**src/rtl/prt_lb_tmo_if.sv**
```systemverilog
// Local-bus bridge signal bundle: upstream CPU request side, downstream mux side and error/stat outputs.
// slave is the bridge view; master is the environment view (CPU, bus mux, error handler).
interface prt_lb_tmo_if #(
    parameter int P_ADR_WIDTH = 22
);
    logic [P_ADR_WIDTH-1:0] UP_ADR_IN;
    logic                   UP_WR_IN;
    logic                   UP_RD_IN;
    logic [31:0]            UP_DAT_IN;
    logic [31:0]            UP_DAT_OUT;
    logic                   UP_ACK_OUT;
    logic [P_ADR_WIDTH-1:0] DWN_ADR_OUT;
    logic                   DWN_WR_OUT;
    logic                   DWN_RD_OUT;
    logic [31:0]            DWN_DAT_OUT;
    logic [31:0]            DWN_DAT_IN;
    logic                   DWN_VLD_IN;
    logic                   ERR_CLR_IN;
    logic                   ERR_OUT;
    logic [P_ADR_WIDTH-1:0] ERR_ADR_OUT;
    logic                   IRQ_OUT;
    logic [15:0]            TMO_CNT_OUT;

    modport slave (
        input  UP_ADR_IN, UP_WR_IN, UP_RD_IN, UP_DAT_IN, DWN_DAT_IN, DWN_VLD_IN, ERR_CLR_IN,
        output UP_DAT_OUT, UP_ACK_OUT, DWN_ADR_OUT, DWN_WR_OUT, DWN_RD_OUT, DWN_DAT_OUT,
               ERR_OUT, ERR_ADR_OUT, IRQ_OUT, TMO_CNT_OUT
    );

    modport master (
        output UP_ADR_IN, UP_WR_IN, UP_RD_IN, UP_DAT_IN, DWN_DAT_IN, DWN_VLD_IN, ERR_CLR_IN,
        input  UP_DAT_OUT, UP_ACK_OUT, DWN_ADR_OUT, DWN_WR_OUT, DWN_RD_OUT, DWN_DAT_OUT,
               ERR_OUT, ERR_ADR_OUT, IRQ_OUT, TMO_CNT_OUT
    );
endinterface

```
**src/rtl/prt_lb_tmo.sv**
```systemverilog
// Local-bus bridge with read timeout: write ack 2 cycles after request, timed-out read acks P_TMO+1 cycles after DWN_RD_OUT.
// Level requests are held until ack (no other backpressure); PRT_LB_TMO_STAT_EN enables the TMO_CNT_OUT timeout counter.
module prt_lb_tmo #(
    parameter int          P_ADR_WIDTH = 22,
    parameter int          P_TMO       = 255,
    parameter logic [31:0] P_ERR_DAT   = 32'hDEAD_BEEF
) (
    input logic          CLK_IN,
    input logic          RST_IN,
    prt_lb_tmo_if.slave  lb
);
    localparam logic [15:0] TMO_LOAD = 16'(P_TMO);

    typedef enum logic [1:0] {
        S_IDLE,
        S_WR,
        S_RD_WAIT,
        S_DONE
    } state_t;

    state_t                 state;
    logic [15:0]            tmo_cnt_dn;
    logic [31:0]            up_dat;
    logic                   up_ack;
    logic [P_ADR_WIDTH-1:0] dwn_adr;
    logic [31:0]            dwn_dat;
    logic                   dwn_wr;
    logic                   dwn_rd;
    logic                   err;
    logic [P_ADR_WIDTH-1:0] err_adr;
    logic                   irq;
    logic                   tmo_hit;

    // Valid data in the same cycle as an expiring counter wins, so a timeout needs vld low.
    assign tmo_hit = (state == S_RD_WAIT) && !lb.DWN_VLD_IN && (tmo_cnt_dn == 16'd0);

    always_ff @(posedge CLK_IN or posedge RST_IN) begin
        if (RST_IN) begin
            state      <= S_IDLE;
            tmo_cnt_dn <= 16'd0;
            up_dat     <= 32'd0;
            up_ack     <= 1'b0;
            dwn_adr    <= '0;
            dwn_dat    <= 32'd0;
            dwn_wr     <= 1'b0;
            dwn_rd     <= 1'b0;
            err        <= 1'b0;
            err_adr    <= '0;
            irq        <= 1'b0;
        end else begin
            dwn_wr <= 1'b0;
            dwn_rd <= 1'b0;
            up_ack <= 1'b0;
            irq    <= 1'b0;
            if (lb.ERR_CLR_IN) begin
                err <= 1'b0;
            end
            case (state)
                S_IDLE: begin
                    if (lb.UP_WR_IN) begin
                        dwn_adr <= lb.UP_ADR_IN;
                        dwn_dat <= lb.UP_DAT_IN;
                        dwn_wr  <= 1'b1;
                        state   <= S_WR;
                    end else if (lb.UP_RD_IN) begin
                        dwn_adr    <= lb.UP_ADR_IN;
                        dwn_rd     <= 1'b1;
                        tmo_cnt_dn <= TMO_LOAD;
                        state      <= S_RD_WAIT;
                    end
                end
                S_WR: begin
                    up_ack <= 1'b1;
                    state  <= S_DONE;
                end
                S_RD_WAIT: begin
                    if (lb.DWN_VLD_IN) begin
                        up_dat <= lb.DWN_DAT_IN;
                        up_ack <= 1'b1;
                        state  <= S_DONE;
                    end else if (tmo_hit) begin
                        up_dat <= P_ERR_DAT;
                        up_ack <= 1'b1;
                        irq    <= 1'b1;
                        err    <= 1'b1;
                        // Only the first timeout since the last clear is recorded.
                        if (!err) begin
                            err_adr <= dwn_adr;
                        end
                        state  <= S_DONE;
                    end else begin
                        tmo_cnt_dn <= tmo_cnt_dn - 16'd1;
                    end
                end
                S_DONE: begin
                    state <= S_IDLE;
                end
                default: begin
                    state <= S_IDLE;
                end
            endcase
        end
    end

`ifdef PRT_LB_TMO_STAT_EN
    logic [15:0] tmo_stat;

    always_ff @(posedge CLK_IN or posedge RST_IN) begin
        if (RST_IN) begin
            tmo_stat <= 16'd0;
        end else if (tmo_hit) begin
            if (lb.ERR_CLR_IN) begin
                tmo_stat <= 16'd1;
            end else if (tmo_stat != 16'hFFFF) begin
                tmo_stat <= tmo_stat + 16'd1;
            end
        end else if (lb.ERR_CLR_IN) begin
            tmo_stat <= 16'd0;
        end
    end

    assign lb.TMO_CNT_OUT = tmo_stat;
`else
    assign lb.TMO_CNT_OUT = 16'd0;
`endif

    assign lb.UP_DAT_OUT  = up_dat;
    assign lb.UP_ACK_OUT  = up_ack;
    assign lb.DWN_ADR_OUT = dwn_adr;
    assign lb.DWN_DAT_OUT = dwn_dat;
    assign lb.DWN_WR_OUT  = dwn_wr;
    assign lb.DWN_RD_OUT  = dwn_rd;
    assign lb.ERR_OUT     = err;
    assign lb.ERR_ADR_OUT = err_adr;
    assign lb.IRQ_OUT     = irq;
endmodule

```
**src/flat_wrapper.sv**
```systemverilog
// flat-port wrapper written by rule: the top's interface ports become plain ports
module prt_lb_tmo_flat 
#(
    parameter int          P_ADR_WIDTH = 22,
    parameter int          P_TMO       = 255,
    parameter logic [31:0] P_ERR_DAT   = 32'hDEAD_BEEF
)
  (CLK_IN, RST_IN, lb_UP_ADR_IN, lb_UP_WR_IN, lb_UP_RD_IN, lb_UP_DAT_IN, lb_DWN_DAT_IN, lb_DWN_VLD_IN, lb_ERR_CLR_IN, lb_UP_DAT_OUT, lb_UP_ACK_OUT, lb_DWN_ADR_OUT, lb_DWN_WR_OUT, lb_DWN_RD_OUT, lb_DWN_DAT_OUT, lb_ERR_OUT, lb_ERR_ADR_OUT, lb_IRQ_OUT, lb_TMO_CNT_OUT);
  prt_lb_tmo_if #(.P_ADR_WIDTH(P_ADR_WIDTH)) lb_i ();
  input logic CLK_IN;
  input logic RST_IN;
  input wire logic [$bits(lb_i.UP_ADR_IN)-1:0] lb_UP_ADR_IN;
  input wire logic [$bits(lb_i.UP_WR_IN)-1:0] lb_UP_WR_IN;
  input wire logic [$bits(lb_i.UP_RD_IN)-1:0] lb_UP_RD_IN;
  input wire logic [$bits(lb_i.UP_DAT_IN)-1:0] lb_UP_DAT_IN;
  input wire logic [$bits(lb_i.DWN_DAT_IN)-1:0] lb_DWN_DAT_IN;
  input wire logic [$bits(lb_i.DWN_VLD_IN)-1:0] lb_DWN_VLD_IN;
  input wire logic [$bits(lb_i.ERR_CLR_IN)-1:0] lb_ERR_CLR_IN;
  output wire logic [$bits(lb_i.UP_DAT_OUT)-1:0] lb_UP_DAT_OUT;
  output wire logic [$bits(lb_i.UP_ACK_OUT)-1:0] lb_UP_ACK_OUT;
  output wire logic [$bits(lb_i.DWN_ADR_OUT)-1:0] lb_DWN_ADR_OUT;
  output wire logic [$bits(lb_i.DWN_WR_OUT)-1:0] lb_DWN_WR_OUT;
  output wire logic [$bits(lb_i.DWN_RD_OUT)-1:0] lb_DWN_RD_OUT;
  output wire logic [$bits(lb_i.DWN_DAT_OUT)-1:0] lb_DWN_DAT_OUT;
  output wire logic [$bits(lb_i.ERR_OUT)-1:0] lb_ERR_OUT;
  output wire logic [$bits(lb_i.ERR_ADR_OUT)-1:0] lb_ERR_ADR_OUT;
  output wire logic [$bits(lb_i.IRQ_OUT)-1:0] lb_IRQ_OUT;
  output wire logic [$bits(lb_i.TMO_CNT_OUT)-1:0] lb_TMO_CNT_OUT;
  assign lb_i.UP_ADR_IN = lb_UP_ADR_IN;
  assign lb_i.UP_WR_IN = lb_UP_WR_IN;
  assign lb_i.UP_RD_IN = lb_UP_RD_IN;
  assign lb_i.UP_DAT_IN = lb_UP_DAT_IN;
  assign lb_i.DWN_DAT_IN = lb_DWN_DAT_IN;
  assign lb_i.DWN_VLD_IN = lb_DWN_VLD_IN;
  assign lb_i.ERR_CLR_IN = lb_ERR_CLR_IN;
  assign lb_UP_DAT_OUT = lb_i.UP_DAT_OUT;
  assign lb_UP_ACK_OUT = lb_i.UP_ACK_OUT;
  assign lb_DWN_ADR_OUT = lb_i.DWN_ADR_OUT;
  assign lb_DWN_WR_OUT = lb_i.DWN_WR_OUT;
  assign lb_DWN_RD_OUT = lb_i.DWN_RD_OUT;
  assign lb_DWN_DAT_OUT = lb_i.DWN_DAT_OUT;
  assign lb_ERR_OUT = lb_i.ERR_OUT;
  assign lb_ERR_ADR_OUT = lb_i.ERR_ADR_OUT;
  assign lb_IRQ_OUT = lb_i.IRQ_OUT;
  assign lb_TMO_CNT_OUT = lb_i.TMO_CNT_OUT;
  prt_lb_tmo #(.P_ADR_WIDTH(P_ADR_WIDTH), .P_TMO(P_TMO), .P_ERR_DAT(P_ERR_DAT)) u_core (.CLK_IN(CLK_IN), .RST_IN(RST_IN), .lb(lb_i));
endmodule
```
**config.mk**
```make
export PLATFORM = sky130hd
export DESIGN_NAME = prt_lb_tmo_flat
export DESIGN_NICKNAME = d
export VERILOG_FILES = /design/src/rtl/prt_lb_tmo_if.sv /design/src/rtl/prt_lb_tmo.sv /design/src/flat_wrapper.sv
export SDC_FILE = /design/constraint.sdc
export NUM_CORES = 1
export LEC_CHECK = 0
export BUFFER_PORTS_ARGS = -buffer_cell sky130_fd_sc_hd__buf_2
export CAP_MARGIN = 20
export CORE_MARGIN = 1.5
export CORE_UTILIZATION = 49
export CTS_CLUSTER_SIZE = 8
export DETAILED_ROUTE_END_ITERATION = 10
export GPL_TIMING_DRIVEN = 0
export HOLD_SLACK_MARGIN = 0.1
export PLACE_DENSITY_LB_ADDON = 0.08
export SLEW_MARGIN = 20
export SYNTH_ARGS = -nofsm -noshare
export SYNTH_HDL_FRONTEND = slang
export SYNTH_SLANG_ARGS = --single-unit
```
**constraint.sdc**
```tcl
create_clock -name CLK_IN -period 4.5 [get_ports CLK_IN]
set_clock_uncertainty 0.05 [all_clocks]
set_input_delay 0.45 -clock CLK_IN [delete_from_list [all_inputs] [get_ports CLK_IN]]
set_output_delay 0.45 -clock CLK_IN [all_outputs]
set_load 0.02 [all_outputs]
```
* After elaboration in Yosys (flattened, before gate mapping)
Index checks and enable logic that the tools add are counted.
** Operators by class
- Divide/modulo/power cells :: 0
- Add/sub/neg operators :: 1
- $mul :: 0
- Multiplexer cells :: 28
- Eq/ne operators :: 9
- Shifts and indexed selects :: 0
- Bitwise logic cells :: 2
- Magnitude comparators :: 0
- Reduce and logical (&&, ||, !) cells :: 14
** Operators with widths (number)
- $mux 16 :: 4
- $mux 32 :: 2
- $mux 22 :: 2
- $pmux 16 s2 :: 1
- $logic_not 16->1 :: 1
- $sub 16x1->16 const B :: 1
- $mux 1 :: 13
- $mux 2 :: 4
- $ne 2x2->1 const B :: 4
- $pmux 2 s4 :: 1
- $reduce_and 2->1 :: 4
- $reduce_bool 2->1 :: 3
- $reduce_and 5->1 :: 1
- $eq 2x2->1 const B :: 2
- $reduce_and 4->1 :: 1
- $ne 3x2->1 const B :: 1
- $ne 3x3->1 const B :: 1
- $eq 2x1->1 const B :: 1
- $logic_and 1x1->1 :: 2
- $logic_not 2->1 :: 1
- $not 1->1 :: 2
- $pmux 1 s2 :: 1
- $logic_not 1->1 :: 1
** Word-level totals
- Input bits :: 92
- Memories kept :: 0
- Bits in read-only memories :: 0
- Output and inout port bits :: 129
- RAM bits :: 0
- Logic and storage cells :: 65
- Latch bits :: 0
- Flip-flop bits (word level) :: 131

* Depth between registers and ports, before layout
Gate-level depths: netlist of the first run.
- Word-level depth :: 6
- Gate-level depth with buffers :: 8
- Mapped depth without buffers :: 6

* Least setup slack after synthesis of the first run
OpenSTA, ideal clock, no wires.
- Path kind :: register to register
- Start :: reg u_core.state[0]
- End :: reg u_core.tmo_cnt_dn[1]
- Required time :: 4.325 ns
- Cell stages (with the launch flop) :: 8
- Buffers on the path :: 1
- Clock period less this slack :: 2.072 ns
- Slack :: 2.428 ns
- Arrival :: 1.897 ns
- Library setup time :: 0.125 ns
- Path through :: dfrtp_1 inv_1 ha_1 clkbuf_1 nor2_1 a211o_1 a21oi_2 mux2_2
** Between the ends
- Cells in the longest elaborated chain, start to end :: 5
- Elaborated cells on any way between the ends :: 11
- Classes of those cells :: eq/ne: 5; mux: 1; reduce/logical: 5
** RTL lines
- start: declaration :: RTL line prt_lb_tmo.sv:21 : state_t state;
- start signal: assignment :: RTL line prt_lb_tmo.sv:39 : state <= S_IDLE;
- start signal: assignment :: RTL line prt_lb_tmo.sv:64 : state <= S_WR;
- start signal: assignment :: RTL line prt_lb_tmo.sv:69 : state <= S_RD_WAIT;
- $eq 2x2->1 :: RTL line prt_lb_tmo.sv:35, prt_lb_tmo.sv:58
- $logic_and 1x1->1 (2 in series) :: RTL line prt_lb_tmo.sv:35 : assign tmo_hit = (state == S_RD_WAIT) && !lb.DWN_VLD_IN && (tmo_cnt_dn == 16'd0);
- $ne 2x2->1 (no line)
- $reduce_and 5->1 (no line)
- end signal: assignment :: RTL line prt_lb_tmo.sv:92 : tmo_cnt_dn <= tmo_cnt_dn - 16'd1;
- end: declaration :: RTL line prt_lb_tmo.sv:22 : logic [15:0] tmo_cnt_dn;
Several ways; a longest one is shown, not always the timed one.
A chain may end at the register's enable or synchronous reset.

* Final worst setup path of the first run
Same ends and word-level chain as after synthesis.

==> results.yml, run 1 <==
place:
  place.gp.congestion: 0.872
  dpl.hpwl_mm: 10.2
  placed_area_um2: 6860
  port_buffers: 204
global_routing:
  grt_max_degree: 67
  grtUsageTotal_pct: 23.5
  gr-total-overflow: 0
  grt_pass1_wl_mm: 21.1
  grt_pass1_vias: 4205
  antenna_found_initial: 0
logic_synthesis:
  synthArstFlopShare_pct: 100
  yosysMostFrequentCell: "dfrtp_1"
  avgSynthCellArea_um2: 13.6
  netlist_instances: 411
  yosys_warnings: 0
  synth_top_area_share_pct: 58.8
  yosys.area.top_type: "dfrtp_1"
  syn_area_um2: 5570
  synth-main-ff-cell: "dfrtp_1"
  yosys-top-cells-area: "dfrtp_1 (59%), mux2_2 (12%), a221o_1 (4.3%)"
  synth_edf_count: 0
  synthTopCellsByCount: "dfrtp_1 (131), mux2_2 (59), a221o_1 (24)"
  ys_seq_elements: 131
  yosysSeqAreaShare_pct: 58.8
  ys_types: 55
die:
  core_area_um2: 11000
  dieArea_um2: 12000
  num_rows: 38
  die_h_um: 110
  io_pins: 221
  initial_utilization_pct: 50.8
  die_w_um: 110
clocking:
  cts-htree-levels: 4
  numCtsBuffers: 17
  clock_latency_ns: 0.42
  clock_sinks: 131
  clk_pin_slew_ns: 0.06
  cts_root_buffer: "clkbuf_16"
  cts_max_path_buffers: 2
  cts_tree: "built"
  postCtsSetupRepairBufs: 0
final_layout:
  fillers: 824
  stdcell_area_um2: 7520
  drive_gt1_share_pct: 50.2
  nets: 749
  n_antenna_cell: 0
  syn_to_final_growth_pct: 34.9
  post-route-util_pct: 68.5
pwr:
  peakVddDrop_v: 0.000500
  finalPower_mw: 5.40
  leakage_nw: 3.84
  powerDensity_nw_per_um2: 718
worst_hold_path:
  hp-class: "in2reg"
timing:
  worst_slew_pin_slew_ns: 0.690
  grt_setup_unrepaired: "no"
  slew_violations: 0
  max_clock_freq_ghz: 0.396
  fin_setup_tns_ns: 0
  min_period_ns: 2.53
  post-route-period-util_pct: 56.1
  whs_ns: 0.168
  hold_violations: 0
  setup_viol: 0
  slew_headroom_pct: 53.5
worst_setup_path:
  cp_top_family: "compound AO/OA/AOI/OAI gates"
  worst_setup_path_end_kind: "register"
  crit_type: "reg2reg"
  cp_max_fo: 10
  critPathBufInv: 2
  crit_arrival_ns: 2.77
  cpPeakStageDelay_ns: 0.44
  crit_path_top_delay_cell: "a21oi_2"
  crit_chain: "inv_1, ha_1, clkbuf_1, nor2_1, a211o_1, a21oi_2, mux2_2"
  crit_required_ns: 4.75
  cp-start-kind: "register"
drt:
  num_vias: 4266
  via_per_inst: 5.31
  postRouteWirelength_mm: 13.9
  drtPass1Iterations: 4
  drc: 0
  postRouteAntennaNets: 0
  wire_per_inst_um: 17.3
  drt_iter0_markers: 285
run:
  cap_violations: 0
outcome:
  status: "complete, no violations"
cell type report:
type,instances,area [µm²],share of cell area (%)
Clock inverter,14,209,2.78
Clock buffer,18,439,5.84
Multi-Input combinational cell,236,2040,27.2
Buffer,40,236,3.14
Inverter,19,78.8,1.05
Timing Repair Buffer,206,1060,14.1
Tap cell,140,175,2.33
Sequential cell,131,3280,43.6
metal layers:
layer | wire, µm | global-route usage (%)
met1 | 5590 | 27.7
met2 | 6990 | 39.0
met3 | 1030 | 7.29
met4 | 335 | 11.5
met5 | 0 | 0
flip-flops by register name (all words and copies together), names as in the netlist:
name,count
u_core.lb.DWN_RD_OUT,1
u_core.lb.DWN_ADR_OUT,22
u_core.lb.ERR_OUT,1
u_core.lb.DWN_DAT_OUT,32
u_core.tmo_cnt_dn,16
u_core.lb.UP_ACK_OUT,1
u_core.lb.UP_DAT_OUT,32
u_core.lb.DWN_WR_OUT,1
u_core.lb.ERR_ADR_OUT,22
u_core.lb.IRQ_OUT,1
u_core.state,2
cells in the final DEF, fill, tap and decap left out, types with 3 or more instances in the layout:
cell | synthesis | final
nand2b_1 | 3 | 3
o211ai_1 | 3 | 3
conb_1 | 1 | 16
mux2_1 | 20 | 20
buf_1 | 4 | 4
nor2_1 | 7 | 7
clkinvlp_4 | 0 | 4
nand2_1 | 12 | 12
nor3_1 | 3 | 3
nand3_1 | 7 | 7
bufinv_16 | 0 | 5
mux2_2 | 59 | 59
ha_1 | 6 | 6
dfrtp_1 | 131 | 131
a31oi_1 | 8 | 8
nand4_1 | 3 | 3
a21o_1 | 3 | 3
a22o_1 | 9 | 9
a221o_1 | 24 | 24
clkinv_2 | 0 | 4
a21oi_1 | 5 | 5
clkbuf_1 | 13 | 13
clkbuf_16 | 0 | 17
o311ai_0 | 3 | 3
inv_1 | 19 | 18
buf_2 | 3 | 207
o21ai_0 | 7 | 7
buf_4 | 18 | 18
path summary, 6_finish.rpt:
check                                                      start                                     to  slack [ns]  depth (start not counted)
setup / recovery                     u_core.state[0]$_DFFE_PP0P_       u_core.tmo_cnt_dn[1]$_DFFE_PP0P_        1.97                          7
hold / removal                                     lb_ERR_CLR_IN            u_core.lb.ERR_OUT$_DFF_PP0_        0.17                          2
setup reg to reg                     u_core.state[0]$_DFFE_PP0P_       u_core.tmo_cnt_dn[1]$_DFFE_PP0P_        1.97                          7
max in group asynchronous                                 RST_IN    u_core.lb.UP_DAT_OUT[1]$_DFFE_PP0P_        3.14                          4
hold reg to reg            u_core.lb.ERR_ADR_OUT[14]$_DFFE_PP0P_  u_core.lb.ERR_ADR_OUT[14]$_DFFE_PP0P_        0.43                          1
min in group asynchronous                                 RST_IN   u_core.lb.ERR_ADR_OUT[4]$_DFFE_PP0P_        0.60                          3
cell families after synthesis:
family | count (synthesis) | share of synthesized area (%)
multiplexers | 80 | 16.1
adder cells (fa/ha/maj) | 6 | 1.35
buffers and inverters | 59 | 5.52
AND/OR/NAND/NOR | 56 | 6.69
other | 1 | 0.0673
flip-flops | 131 | 58.8
AO/OA/AOI/OAI | 78 | 11.4
metrics by stage:
step                      setup slack, ns  instances
after global routing                 1.78        804
after detailed placement             2.01        771
after global placement             -0.887        770
final                                1.97        804
after CTS                            1.98        804
after floorplan                     0.502        426
repair_timing:
action	CTS	global route
resized for setup	0	0
endpoints found under the setup margin	0	0
hold endpoints to repair	65	0
hold buffers	1	0
report_power, final:
part           internal [mW]  total (mW)  switching, mW  leakage (nW)
combinational          0.829        2.01           1.19          1.91
sequential              1.61        1.88          0.266          1.62
clock                  0.994        1.50          0.510         0.308
worst register-to-register path, cell delays in order, from the launching register on:
cell and delay (ns):
dfrtp_1 0.39, inv_1 0.12, ha_1 0.19, clkbuf_1 0.38, nor2_1 0.11, a211o_1 0.34, a21oi_2 0.44, mux2_2 0.39
(Power assumes the default switching activity.)
==> run 2, diff against run 1 <==
--- a/config.mk
+++ b/config.mk
@@ -8,7 +8,7 @@
 export BUFFER_PORTS_ARGS = -buffer_cell sky130_fd_sc_hd__buf_2
 export CAP_MARGIN = 20
 export CORE_MARGIN = 1.5
-export CORE_UTILIZATION = 49
+export CORE_UTILIZATION = 44
 export CTS_CLUSTER_SIZE = 8
 export DETAILED_ROUTE_END_ITERATION = 10
 export GPL_TIMING_DRIVEN = 0
==> constraint.sdc (replaced) <==
create_clock -name CLK_IN -period 2.2 [get_ports CLK_IN]
set_clock_uncertainty 0.05 [all_clocks]
set_input_delay 0.22 -clock CLK_IN [delete_from_list [all_inputs] [get_ports CLK_IN]]
set_output_delay 0.22 -clock CLK_IN [all_outputs]
set_load 0.02 [all_outputs]
==> results.yml, run 2 (synthesized netlist as in run 1, its figures left out) <==
outcome:
  status: "complete, no violations"
drt:
  wl_met2_mm: 7.63
  postRouteAntennaNets: 0
  drc: 0
  routed.top_layer: "met4"
  wire_per_inst_um: 16.2
  route.met3.wl_um: 919
  postRouteWirelength_mm: 15.1
  num_vias: 4680
  met1_length_mm: 6.29
  drtPass1Iterations: 4
  via_per_inst: 5.03
  drt_iter0_markers: 250
clocking:
  numCtsBuffers: 17
  clock_sinks: 131
  cts_root_buffer: "clkbuf_16"
  clock_latency_ns: 0.41
  cts_max_path_buffers: 2
  clk_pin_slew_ns: 0.05
  cts-htree-levels: 4
  cts_tree: "built"
worst_setup_path:
  cp_max_fo: 9
  crit_type: "reg2reg"
  cp-start-kind: "register"
  worst_setup_path_end_kind: "register"
  crit_arrival_ns: 2.34
  crit_required_ns: 2.43
timing:
  slew_violations: 0
  hold_violations: 0
  max_clock_freq_ghz: 0.475
  post-route-period-util_pct: 95.7
  whs_ns: 0.166
  min_period_ns: 2.11
  worst_slew_pin_slew_ns: 0.651
  setup_viol: 0
  slew_headroom_pct: 56.5
  grt_setup_unrepaired: "yes"
final_layout:
  nets: 848
  stdcell_area_um2: 8590
  final_common_cell: "buf_2"
  n_antenna_cell: 0
  drive_gt1_share_pct: 47.2
  fin_cells: 931
  syn_to_final_growth_pct: 54.1
  final_cell_mix: "buf_2 (206), dfrtp_1 (131), dlygate4sd3_1 (90)"
worst_hold_path:
  hp-class: "in2reg"
place:
  port_buffers: 204
  place_inst: 802
  placed_area_um2: 6950
  dpl.hpwl_mm: 10.2
  place.gp.congestion: 0.838
die:
  initial_utilization_pct: 45.8
  die_h_um: 116
  dieArea_um2: 13400
  num_rows: 40
  core_area_um2: 12200
  die_w_um: 116
  io_pins: 221
pwr:
  peakVddDrop_v: 0.000759
  leakage_nw: 4.28
  powerDensity_nw_per_um2: 1280
global_routing:
  grtUsageTotal_pct: 22.9
  grt_pass1_wl_mm: 23.6
  antenna_found_initial: 0
  gr-total-overflow: 0
  grt_pass1_vias: 4718
  grt_max_degree: 35
run:
  cap_violations: 0
## run 2: cell count changes in the layout (fill, tap and decap cells not counted), moves of 6 or more
cell and delta:
dlygate4sd3_1 +89, buf_4 +10, clkbuf_1 -7, clkbuf_2 +6
## run 2: worst max-delay path: stages (launching register included)
cell      delay (ns)
dfrtp_1         0.39
inv_1           0.11
ha_1            0.21
nand2b_1        0.31
nor3_4          0.26
buf_6           0.15
buf_4           0.16
mux2_1          0.33
## run 2: metal layers
metal	global-route usage (%)	vias up
li1	-	2174
met5	0	-
met3	5.39	23
met1	27.5	2318
met4	8.97	0
met2	39.9	165
## run 2: timing repair
item,4_1_cts,5_1_grt
pin swaps,1,2
hold endpoints to repair,112,0
buffers inserted,6,3
gates cloned,0,1
endpoints found under the setup margin,63,107
gates resized for setup,7,25
hold buffers,90,0
## run 2: report_power, final
part / internal [mW] / leakage [nW] / switching (mW)
clock: 1.72 / 0.275 / 1.05
sequential: 3.30 / 1.62 / 0.555
combinational: 1.90 / 2.39 / 2.51
## run 2: final timing paths
check                                                       from                                    end  slack (ns)  cells past startpoint
min                                                lb_DWN_VLD_IN            u_core.lb.IRQ_OUT$_DFF_PP0_        0.17                      4
max                                  u_core.state[0]$_DFFE_PP0P_  u_core.lb.ERR_ADR_OUT[10]$_DFFE_PP0P_        0.09                      7
max in group asynchronous                                 RST_IN            u_core.lb.ERR_OUT$_DFF_PP0_        0.92                      5
max reg2reg                          u_core.state[0]$_DFFE_PP0P_  u_core.lb.ERR_ADR_OUT[10]$_DFFE_PP0P_        0.09                      7
min reg2reg                u_core.lb.ERR_ADR_OUT[12]$_DFFE_PP0P_  u_core.lb.ERR_ADR_OUT[12]$_DFFE_PP0P_        0.43                      1
min in group asynchronous                                 RST_IN  u_core.lb.DWN_DAT_OUT[21]$_DFFE_PP0P_        0.39                      3
## run 2: area by class of cell
cell class / instances / area, µm²
Clock buffer: 23 / 498
Multi-Input combinational cell: 236 / 2090
Buffer: 37 / 251
Fill cell: 871 / 3570
Timing Repair Buffer: 308 / 2090
Tap cell: 168 / 210
Inverter: 19 / 75.1
Clock inverter: 9 / 93.8
Sequential cell: 131 / 3280
## run 2: metrics by stage
step | setup TNS [ns] | total power, mW | setup slack, ns | util (%)
6_report | 0 | 11.0 | 0.0936 | 70.6
5_1_grt | -0.0941 | 11.6 | -0.0183 | 70.6
4_1_cts | 0 | 11.0 | 0.00521 | 70.0
3_5_place_dp | -4.05 | 8.01 | -0.365 | 57.2
3_3_place_gp | -67.62 | 7.87 | -0.500 | 56.5
2_1_floorplan | 0 | 6.57 | 0.128 | -
